===== src/rtl/uart_pkg.sv =====
// Shared definitions for the parametrised UART transmitter.
//   - Parity mode constants (PAR_NONE / PAR_EVEN / PAR_ODD)
//   - Transmit FSM state encoding
//   - calc_divisor(): clock cycles per bit, integer floor of clk_hz / baud
//   - clog2(): ceiling log2 for sizing counters and pointers
package uart_pkg;

    localparam int unsigned PAR_NONE = 0;
    localparam int unsigned PAR_EVEN = 1;
    localparam int unsigned PAR_ODD  = 2;

    typedef enum logic [2:0] {
        StIdle,
        StStart,
        StData,
        StParity,
        StStop
    } tx_state_e;

    // A zero baud yields 0, which then fails the legality check in the top.
    function automatic int unsigned calc_divisor(input int unsigned clk_hz,
                                                 input int unsigned baud);
        if (baud == 0) begin
            return 0;
        end
        return clk_hz / baud;
    endfunction

    // Returns 0 for values 0 and 1.
    function automatic int unsigned clog2(input int unsigned value);
        int unsigned    result;
        longint unsigned pow;
        result = 0;
        pow    = 1;
        while (pow < longint'(value)) begin
            pow    = pow * 2;
            result = result + 1;
        end
        return result;
    endfunction

endpackage


===== src/rtl/uart_tx_fifo_param_if.sv =====
// Valid/ready write port of the UART transmitter.
//   in_data  : word to transmit (producer -> transmitter)
//   in_valid : producer offers in_data
//   in_ready : transmitter FIFO can accept; a word transfers when both are
//              high at a rising clock edge
// master = producer side, slave = transmitter side.
interface uart_tx_fifo_param_if #(
    parameter int unsigned DATA_BITS = 8
);

    logic [DATA_BITS-1:0] in_data;
    logic                 in_valid;
    logic                 in_ready;

    modport master (
        output in_data,
        output in_valid,
        input  in_ready
    );

    modport slave (
        input  in_data,
        input  in_valid,
        output in_ready
    );

endinterface


===== src/rtl/uart_sync_fifo.sv =====
// Synchronous FIFO, single clock, synchronous active-low reset.
//   clk_i   : clock, rising edge
//   rst_ni  : synchronous active-low reset; flushes pointers and level
//   wr_en   : write request; ignored while full (no bypass through a pop)
//   wr_data : write data
//   full    : level == DEPTH
//   rd_en   : pop request; ignored while empty
//   rd_data : head entry (combinational read of the head slot)
//   empty   : level == 0
//   level   : number of stored entries
// DEPTH must be a power of two so the pointers wrap naturally.
module uart_sync_fifo
    import uart_pkg::*;
#(
    parameter int unsigned WIDTH = 8,
    parameter int unsigned DEPTH = 4
) (
    input  logic                    clk_i,
    input  logic                    rst_ni,
    input  logic                    wr_en,
    input  logic [WIDTH-1:0]        wr_data,
    output logic                    full,
    input  logic                    rd_en,
    output logic [WIDTH-1:0]        rd_data,
    output logic                    empty,
    output logic [clog2(DEPTH):0]   level
);

    localparam int unsigned AW = clog2(DEPTH);
    localparam int unsigned LW = AW + 1;

    logic [AW-1:0]    wr_ptr_q, wr_ptr_d;
    logic [AW-1:0]    rd_ptr_q, rd_ptr_d;
    logic [LW-1:0]    level_q, level_d;
    logic [WIDTH-1:0] mem_q [DEPTH];
    logic [WIDTH-1:0] mem_d [DEPTH];
    logic             do_wr;
    logic             do_rd;

    // Full/empty come from the registered level only, so a refused write
    // stays refused even if a pop happens in the same cycle.
    assign full    = (level_q == LW'(DEPTH));
    assign empty   = (level_q == '0);
    assign level   = level_q;
    assign rd_data = mem_q[rd_ptr_q];

    always_comb begin
        do_wr    = wr_en & ~full;
        do_rd    = rd_en & ~empty;
        wr_ptr_d = wr_ptr_q;
        rd_ptr_d = rd_ptr_q;
        level_d  = level_q;
        mem_d    = mem_q;

        if (do_wr) begin
            mem_d[wr_ptr_q] = wr_data;
            wr_ptr_d        = wr_ptr_q + AW'(1);
        end
        if (do_rd) begin
            rd_ptr_d = rd_ptr_q + AW'(1);
        end

        unique case ({do_wr, do_rd})
            2'b10:   level_d = level_q + LW'(1);
            2'b01:   level_d = level_q - LW'(1);
            default: level_d = level_q;
        endcase
    end

    always_ff @(posedge clk_i) begin
        if (!rst_ni) begin
            wr_ptr_q <= '0;
            rd_ptr_q <= '0;
            level_q  <= '0;
        end else begin
            wr_ptr_q <= wr_ptr_d;
            rd_ptr_q <= rd_ptr_d;
            level_q  <= level_d;
        end
    end

    // Storage needs no reset; validity is tracked by the pointers.
    always_ff @(posedge clk_i) begin
        mem_q <= mem_d;
    end

endmodule


===== src/rtl/uart_tx_fifo_param.sv =====
// Parametrised UART transmitter with an input FIFO.
//   user_clock    : sole clock, rising edge
//   rst           : synchronous active-low reset; abandons any frame in flight
//   in_if         : valid/ready write port (slave side)
//   usb_rs232_txd : serial line, idles high, driven straight from a flop
//   tx_busy       : high from the pop of a word until its last stop-bit tick
//   fifo_level    : words queued, excluding the frame in flight
// Frame: start(0), DATA_BITS data LSB first, optional parity, STOP_BITS stops.
// Frames run back to back while the FIFO holds data.
module uart_tx_fifo_param
    import uart_pkg::*;
#(
    parameter int unsigned CLK_HZ     = 40000000,
    parameter int unsigned BAUD       = 115200,
    parameter int unsigned DATA_BITS  = 8,
    parameter int unsigned PARITY     = 0,
    parameter int unsigned STOP_BITS  = 1,
    parameter int unsigned FIFO_DEPTH = 4
) (
    input  logic                          user_clock,
    input  logic                          rst,
    uart_tx_fifo_param_if.slave           in_if,
    output logic                          usb_rs232_txd,
    output logic                          tx_busy,
    output logic [clog2(FIFO_DEPTH):0]    fifo_level
);

    localparam int unsigned DIVISOR = calc_divisor(CLK_HZ, BAUD);
    localparam int unsigned CNT_W   = (clog2(DIVISOR) < 1) ? 1 : clog2(DIVISOR);
    localparam int unsigned IDX_W   = clog2(DATA_BITS);

    localparam logic [CNT_W-1:0] CNT_MAX  = CNT_W'(DIVISOR - 1);
    localparam logic [IDX_W-1:0] BIT_MAX  = IDX_W'(DATA_BITS - 1);
    localparam logic             STOP_MAX = 1'(STOP_BITS - 1);

    if (DIVISOR < 2 || DATA_BITS < 5 || DATA_BITS > 9 || PARITY > PAR_ODD ||
        (STOP_BITS != 1 && STOP_BITS != 2) || FIFO_DEPTH < 2 ||
        ((FIFO_DEPTH & (FIFO_DEPTH - 1)) != 0)) begin : g_param_check
        $error("uart_tx_fifo_param: illegal parameter combination");
    end

    tx_state_e            state_q, state_d;
    logic [CNT_W-1:0]     cnt_q, cnt_d;
    logic [IDX_W-1:0]     idx_q, idx_d;
    logic                 stop_q, stop_d;
    logic [DATA_BITS-1:0] shreg_q, shreg_d;
    logic                 par_q, par_d;
    logic                 busy_q, busy_d;
    logic                 txd_q, txd_d;

    logic                 tick;
    logic                 pop;
    logic                 fifo_full;
    logic                 fifo_empty;
    logic [DATA_BITS-1:0] fifo_rd_data;

    uart_sync_fifo #(
        .WIDTH (DATA_BITS),
        .DEPTH (FIFO_DEPTH)
    ) u_fifo (
        .clk_i   (user_clock),
        .rst_ni  (rst),
        .wr_en   (in_if.in_valid),
        .wr_data (in_if.in_data),
        .full    (fifo_full),
        .rd_en   (pop),
        .rd_data (fifo_rd_data),
        .empty   (fifo_empty),
        .level   (fifo_level)
    );

    assign in_if.in_ready = ~fifo_full;
    assign usb_rs232_txd  = txd_q;
    assign tx_busy        = busy_q;

    always_comb begin
        state_d = state_q;
        cnt_d   = cnt_q;
        idx_d   = idx_q;
        stop_d  = stop_q;
        shreg_d = shreg_q;
        par_d   = par_q;
        busy_d  = busy_q;
        pop     = 1'b0;
        tick    = (cnt_q == CNT_MAX);

        if (state_q != StIdle) begin
            cnt_d = tick ? '0 : cnt_q + CNT_W'(1);
        end

        unique case (state_q)
            StIdle: begin
                if (!fifo_empty) begin
                    pop = 1'b1;
                end
            end
            StStart: begin
                if (tick) begin
                    state_d = StData;
                end
            end
            StData: begin
                if (tick) begin
                    shreg_d = shreg_q >> 1;
                    if (idx_q == BIT_MAX) begin
                        idx_d   = '0;
                        state_d = (PARITY != PAR_NONE) ? StParity : StStop;
                    end else begin
                        idx_d = idx_q + IDX_W'(1);
                    end
                end
            end
            StParity: begin
                if (tick) begin
                    state_d = StStop;
                end
            end
            StStop: begin
                if (tick) begin
                    if (stop_q == STOP_MAX) begin
                        stop_d = 1'b0;
                        if (!fifo_empty) begin
                            pop = 1'b1;
                        end else begin
                            state_d = StIdle;
                            busy_d  = 1'b0;
                        end
                    end else begin
                        stop_d = 1'b1;
                    end
                end
            end
            default: begin
                state_d = StIdle;
            end
        endcase

        // A pop always starts a fresh frame with a cleared baud counter, so
        // back-to-back frames keep exact bit timing.
        if (pop) begin
            state_d = StStart;
            cnt_d   = '0;
            idx_d   = '0;
            stop_d  = 1'b0;
            shreg_d = fifo_rd_data;
            par_d   = (^fifo_rd_data) ^ (PARITY == PAR_ODD);
            busy_d  = 1'b1;
        end

        // The line follows the current state one cycle later through txd_q,
        // keeping the pin free of any combinational path.
        unique case (state_q)
            StStart:  txd_d = 1'b0;
            StData:   txd_d = shreg_q[0];
            StParity: txd_d = par_q;
            default:  txd_d = 1'b1;
        endcase
    end

    always_ff @(posedge user_clock) begin
        if (!rst) begin
            state_q <= StIdle;
            cnt_q   <= '0;
            idx_q   <= '0;
            stop_q  <= 1'b0;
            shreg_q <= '0;
            par_q   <= 1'b0;
            busy_q  <= 1'b0;
            txd_q   <= 1'b1;
        end else begin
            state_q <= state_d;
            cnt_q   <= cnt_d;
            idx_q   <= idx_d;
            stop_q  <= stop_d;
            shreg_q <= shreg_d;
            par_q   <= par_d;
            busy_q  <= busy_d;
            txd_q   <= txd_d;
        end
    end

endmodule


===== src/flat_wrapper.sv =====
// flat-port wrapper written by rule: the top's interface ports become plain ports
module uart_tx_fifo_param_flat import uart_pkg::*;
#(
    parameter int unsigned CLK_HZ     = 40000000,
    parameter int unsigned BAUD       = 115200,
    parameter int unsigned DATA_BITS  = 8,
    parameter int unsigned PARITY     = 0,
    parameter int unsigned STOP_BITS  = 1,
    parameter int unsigned FIFO_DEPTH = 4
)
  (user_clock, rst, usb_rs232_txd, tx_busy, fifo_level, in_if_in_data, in_if_in_valid, in_if_in_ready);
  uart_tx_fifo_param_if #(.DATA_BITS(DATA_BITS)) in_if_i ();
  input  logic user_clock;
  input  logic rst;
  output logic usb_rs232_txd;
  output logic tx_busy;
  output logic [clog2(FIFO_DEPTH):0] fifo_level;
  input wire logic [$bits(in_if_i.in_data)-1:0] in_if_in_data;
  input wire logic [$bits(in_if_i.in_valid)-1:0] in_if_in_valid;
  output wire logic [$bits(in_if_i.in_ready)-1:0] in_if_in_ready;
  assign in_if_i.in_data = in_if_in_data;
  assign in_if_i.in_valid = in_if_in_valid;
  assign in_if_in_ready = in_if_i.in_ready;
  uart_tx_fifo_param #(.CLK_HZ(CLK_HZ), .BAUD(BAUD), .DATA_BITS(DATA_BITS), .PARITY(PARITY), .STOP_BITS(STOP_BITS), .FIFO_DEPTH(FIFO_DEPTH)) u_core (.user_clock(user_clock), .rst(rst), .in_if(in_if_i), .usb_rs232_txd(usb_rs232_txd), .tx_busy(tx_busy), .fifo_level(fifo_level));
endmodule

===== config.mk =====
export PLATFORM = sky130hd
export DESIGN_NAME = uart_tx_fifo_param_flat
export DESIGN_NICKNAME = d
export VERILOG_FILES = /design/src/rtl/uart_pkg.sv /design/src/rtl/uart_tx_fifo_param_if.sv /design/src/rtl/uart_sync_fifo.sv /design/src/rtl/uart_tx_fifo_param.sv /design/src/flat_wrapper.sv
export SDC_FILE = /design/constraint.sdc
export NUM_CORES = 1
export LEC_CHECK = 0
export ABC_CLOCK_PERIOD_IN_PS = 4300
export CAP_MARGIN = 20
export CORE_UTILIZATION = 63
export DETAILED_ROUTE_END_ITERATION = 8
export GPL_TIMING_DRIVEN = 0
export MAX_ROUTING_LAYER = met4
export PLACE_DENSITY = 0.83
export SLEW_MARGIN = 20
export SYNTH_ARGS = -nofsm -noshare
export SYNTH_HDL_FRONTEND = slang
export SYNTH_HIERARCHICAL = 1
export SYNTH_SLANG_ARGS = --single-unit

===== constraint.sdc =====
create_clock -name user_clock -period 4.3 [get_ports user_clock]
set_input_delay 0.86 -clock user_clock [delete_from_list [all_inputs] [get_ports user_clock]]
set_output_delay 0.86 -clock user_clock [all_outputs]
set_load 0.05 [all_outputs]

==> out/results.ini <==
[hold_path]
hold_class = register to register
worstHoldStart = u_core/idx_q[1]
hold_end = u_core/idx_q[1]
whs_path_depth = 2

[detailed_routing]
dr.pass1.iters = 4
routedWlPerCell_um = 16.3
drt-total-wl_mm = 5.41
drc = 0
drtAntennaViolNets = 0
vias_per_cell = 5.90
routed-via-count = 1965
drtIter0Drc = 128

[yosys]
avgSynthCellArea_um2 = 12.1
synth_area_leaders = edfxtp_1, dfxtp_1, mux4_2
synth.yosys.seq_area_share_pct = 53.4
synth_top_cell_area_share_pct = 31.6
synth_cell_types = 53
synthArstFlopShare_pct = 0
syn-cell-area_um2 = 3040
synth_enable_flop_cells = 32
syn_nets = 271
synthFlopType = dfxtp_1
yosysTopAreaCell = edfxtp_1
netlist_instances = 250
ys_seq_elements = 65
yosys_warnings = 6

[setup_path]
startpoint_type = register
worstPathArrival_ns = 3.51
end_kind = register
r2r_slack_ns = 1.05
critical-path-top-delay-family = simple AND/OR/NAND/NOR gates
cp_max_fo = 10
crit_required_ns = 4.56
cp_common_cell = buf_6
crit_slowest_cell = or4b_4
path_cells = or4b_4 > buf_6 > o21ai_4 > buf_6 > nand2_1 > inv_2 > nor2b_1 > ha_1 > inv_1 > fa_1 > xor2_1 > or3_1 > a21boi_1
r2r-end = u_core/u_fifo/level[2]
r2r_cells = 13
cpPeakStageDelay_ns = 0.54
critPathKind = register to register
crit_buf_inv = 4
rr_startpoint = u_core/cnt_q[7]

[clock_network]
clk_pin_slew_ns = 0.06
clk-insertion-delay-late_ns = 0.34
cts_hold_buf = 0
cts_tree = yes
post_cts_buffers = 0
ctsResizeCount = 0
cts_buffer_depth = 2
clock-sinks = 65
root_buffer = clkbuf_8
cts_inserted_buffers = 9
h-tree-depth = 3

[grt]
antenna_found_initial = 0
grt_first_pass_wirelength_mm = 9.10
overflow = 0
grt_pass1_vias = 1945
grt_use_total_pct = 24.8
grt_max_degree = 12

[sta]
fin_crit_sh_pct = 75.6
rsz0062_at_grt = false
slew_viol_final = 0
tns_ns = 0
setup_violations = 0
worst_pin_slew_ns = 1.04
period_minus_slack_ns = 3.25
slew_headroom_pct = 29.9
hold_viol = 0
fmax_mhz = 308
finClkSkew_ns = 0.00841

[placement]
portBuffers = 15
place_congestion = 0.830
place_hpwl_mm = 3.70

[pwr]
cellPowerDensity_nw_per_um2 = 627
leakage_nw = 1.26
total_power_mw = 2.17
ir_drop_v = 0.000460

[die]
die_h_um = 71.4
die-area_um2 = 5100
initial_core_util_pct = 67.4
die_w_um = 71.4
fp-row-count = 24
core_area_um2 = 4500
io-pin-count = 17

[run]
max_cap_viol_count = 0

[final_layout]
num_antenna_cells = 0
syn_to_final_growth_pct = 14.1
drive_gt1_share_pct = 17.1
nNetsFinal = 297
fillers = 299

[outcome]
status = complete, no violations

-- metrics by stage --
stage | hold WS [ns] | area, um^2 | worst slack [ns] | utilization [%] | instances
floorplan | 0.458 | 3040 | 1.37 | - | 250
global placement | 0.472 | 3250 | 1.12 | 72.2 | 317
detailed placement | 0.480 | 3250 | 1.06 | 72.2 | 317
CTS | 0.490 | 3460 | 1.04 | 76.9 | 333
global route | 0.531 | 3460 | 0.895 | 76.9 | 333
finish | 0.486 | 3460 | 1.05 | 76.9 | 333
-- registers in the layout, indices dropped and copies added (netlist names) --
name	flops
u_core/par_q	1
u_core/u_fifo/rd_ptr_q	2
u_core/shreg_q	8
u_core/cnt_q	9
u_core/u_fifo/mem_q	32
u_core/tx_busy	1
u_core/u_fifo/wr_ptr_q	2
u_core/u_fifo/level	3
u_core/state_q	3
u_core/usb_rs232_txd	1
u_core/idx_q	3
-- layout by cell type (no fill, tap or decap), types with 2 or more instances in the layout --
cell type and count:
mux4_2 8, buf_6 3, clkdlybuf4s50_1 15, dfxtp_1 33, clkinvlp_4 2, o21ai_1 4
buf_2 3, nand3_1 5, inv_2 2, clkbuf_8 9, nor3_1 3, mux2i_1 5
nor2_1 14, clkbuf_1 8, bufinv_16 2, o21ai_0 3, a21oi_1 8, xor2_1 5
nor2_2 2, a32o_1 2, ha_1 9, a211oi_1 8, nor2b_1 2, or3_1 4
xnor2_1 11, edfxtp_1 32, inv_1 17, nand2_1 15, a32o_2 5, and2_1 6
a21boi_1 2, nand4_1 2, o21a_1 7
-- layer usage --
metal | GRT usage (%) | wire length [um] | vias to the layer above
met5 | - | 0 | -
met4 | 12.7 | 129 | 0
met3 | 4.78 | 183 | 12
met2 | 39.7 | 2610 | 48
met1 | 30.1 | 2490 | 945
li1 | - | - | 960
-- layout make-up --
cell class	count	area (um^2)	share of cell area, %
flip-flops and latches	65	1620	46.8
multi-input cells	152	1260	36.4
repair buffers	15	150	4.34
clock buffers	11	131	3.79
plain buffers	14	83.8	2.42
clock inverters	5	80.1	2.31
inverters	19	71.3	2.06
well taps	52	65.1	1.88
-- cells in the mapped netlist (5+ instances only) --
library cell,instances
clkbuf_1,6
mux4_2,8
xor2_1,5
a21oi_1,8
a211oi_1,8
a32o_2,5
edfxtp_1,32
nand2_1,15
ha_1,9
and2_1,6
o21a_1,7
mux2i_1,5
inv_1,17
xnor2_1,11
nand3_1,5
dfxtp_1,33
nor2_1,14
-- where the power goes --
group | total (mW) | switching [mW] | internal, mW
sequential | 0.816 | 0.0627 | 0.753
combinational | 0.804 | 0.453 | 0.352
clock | 0.550 | 0.225 | 0.326
-- cell families after synthesis --
kind of cell             synth area share, %
AO/OA/AOI/OAI                           12.2
XOR/XNOR                                4.61
adder cells (fa/ha/maj)                 4.37
buffers and inverters                   5.11
flip-flops                              53.4
multiplexers                            7.58
AND/OR/NAND/NOR                         12.7
-- how the worst max path moves through the flow --
stage | cells after the start | from | to | slack, ns
detailed placement | 13 | u_core/cnt_q[7] | u_core/u_fifo/level[2] | 1.06
finish | 13 | u_core/cnt_q[7] | u_core/u_fifo/level[2] | 1.05
global route | 13 | u_core/cnt_q[2] | u_core/u_fifo/level[2] | 0.90
CTS | 13 | u_core/cnt_q[7] | u_core/u_fifo/level[2] | 1.04
global placement | 13 | u_core/cnt_q[2] | u_core/u_fifo/level[2] | 1.12
floorplan | 13 | u_core/cnt_q[7] | u_core/u_fifo/level[2] | 1.37
-- tightest hold or removal path: stages (launching register included) --
cell	delay (ns)
dfxtp_1	0.31
o21ai_1	0.07
a21oi_1	0.06
Power figures use the tool's default switching activity.
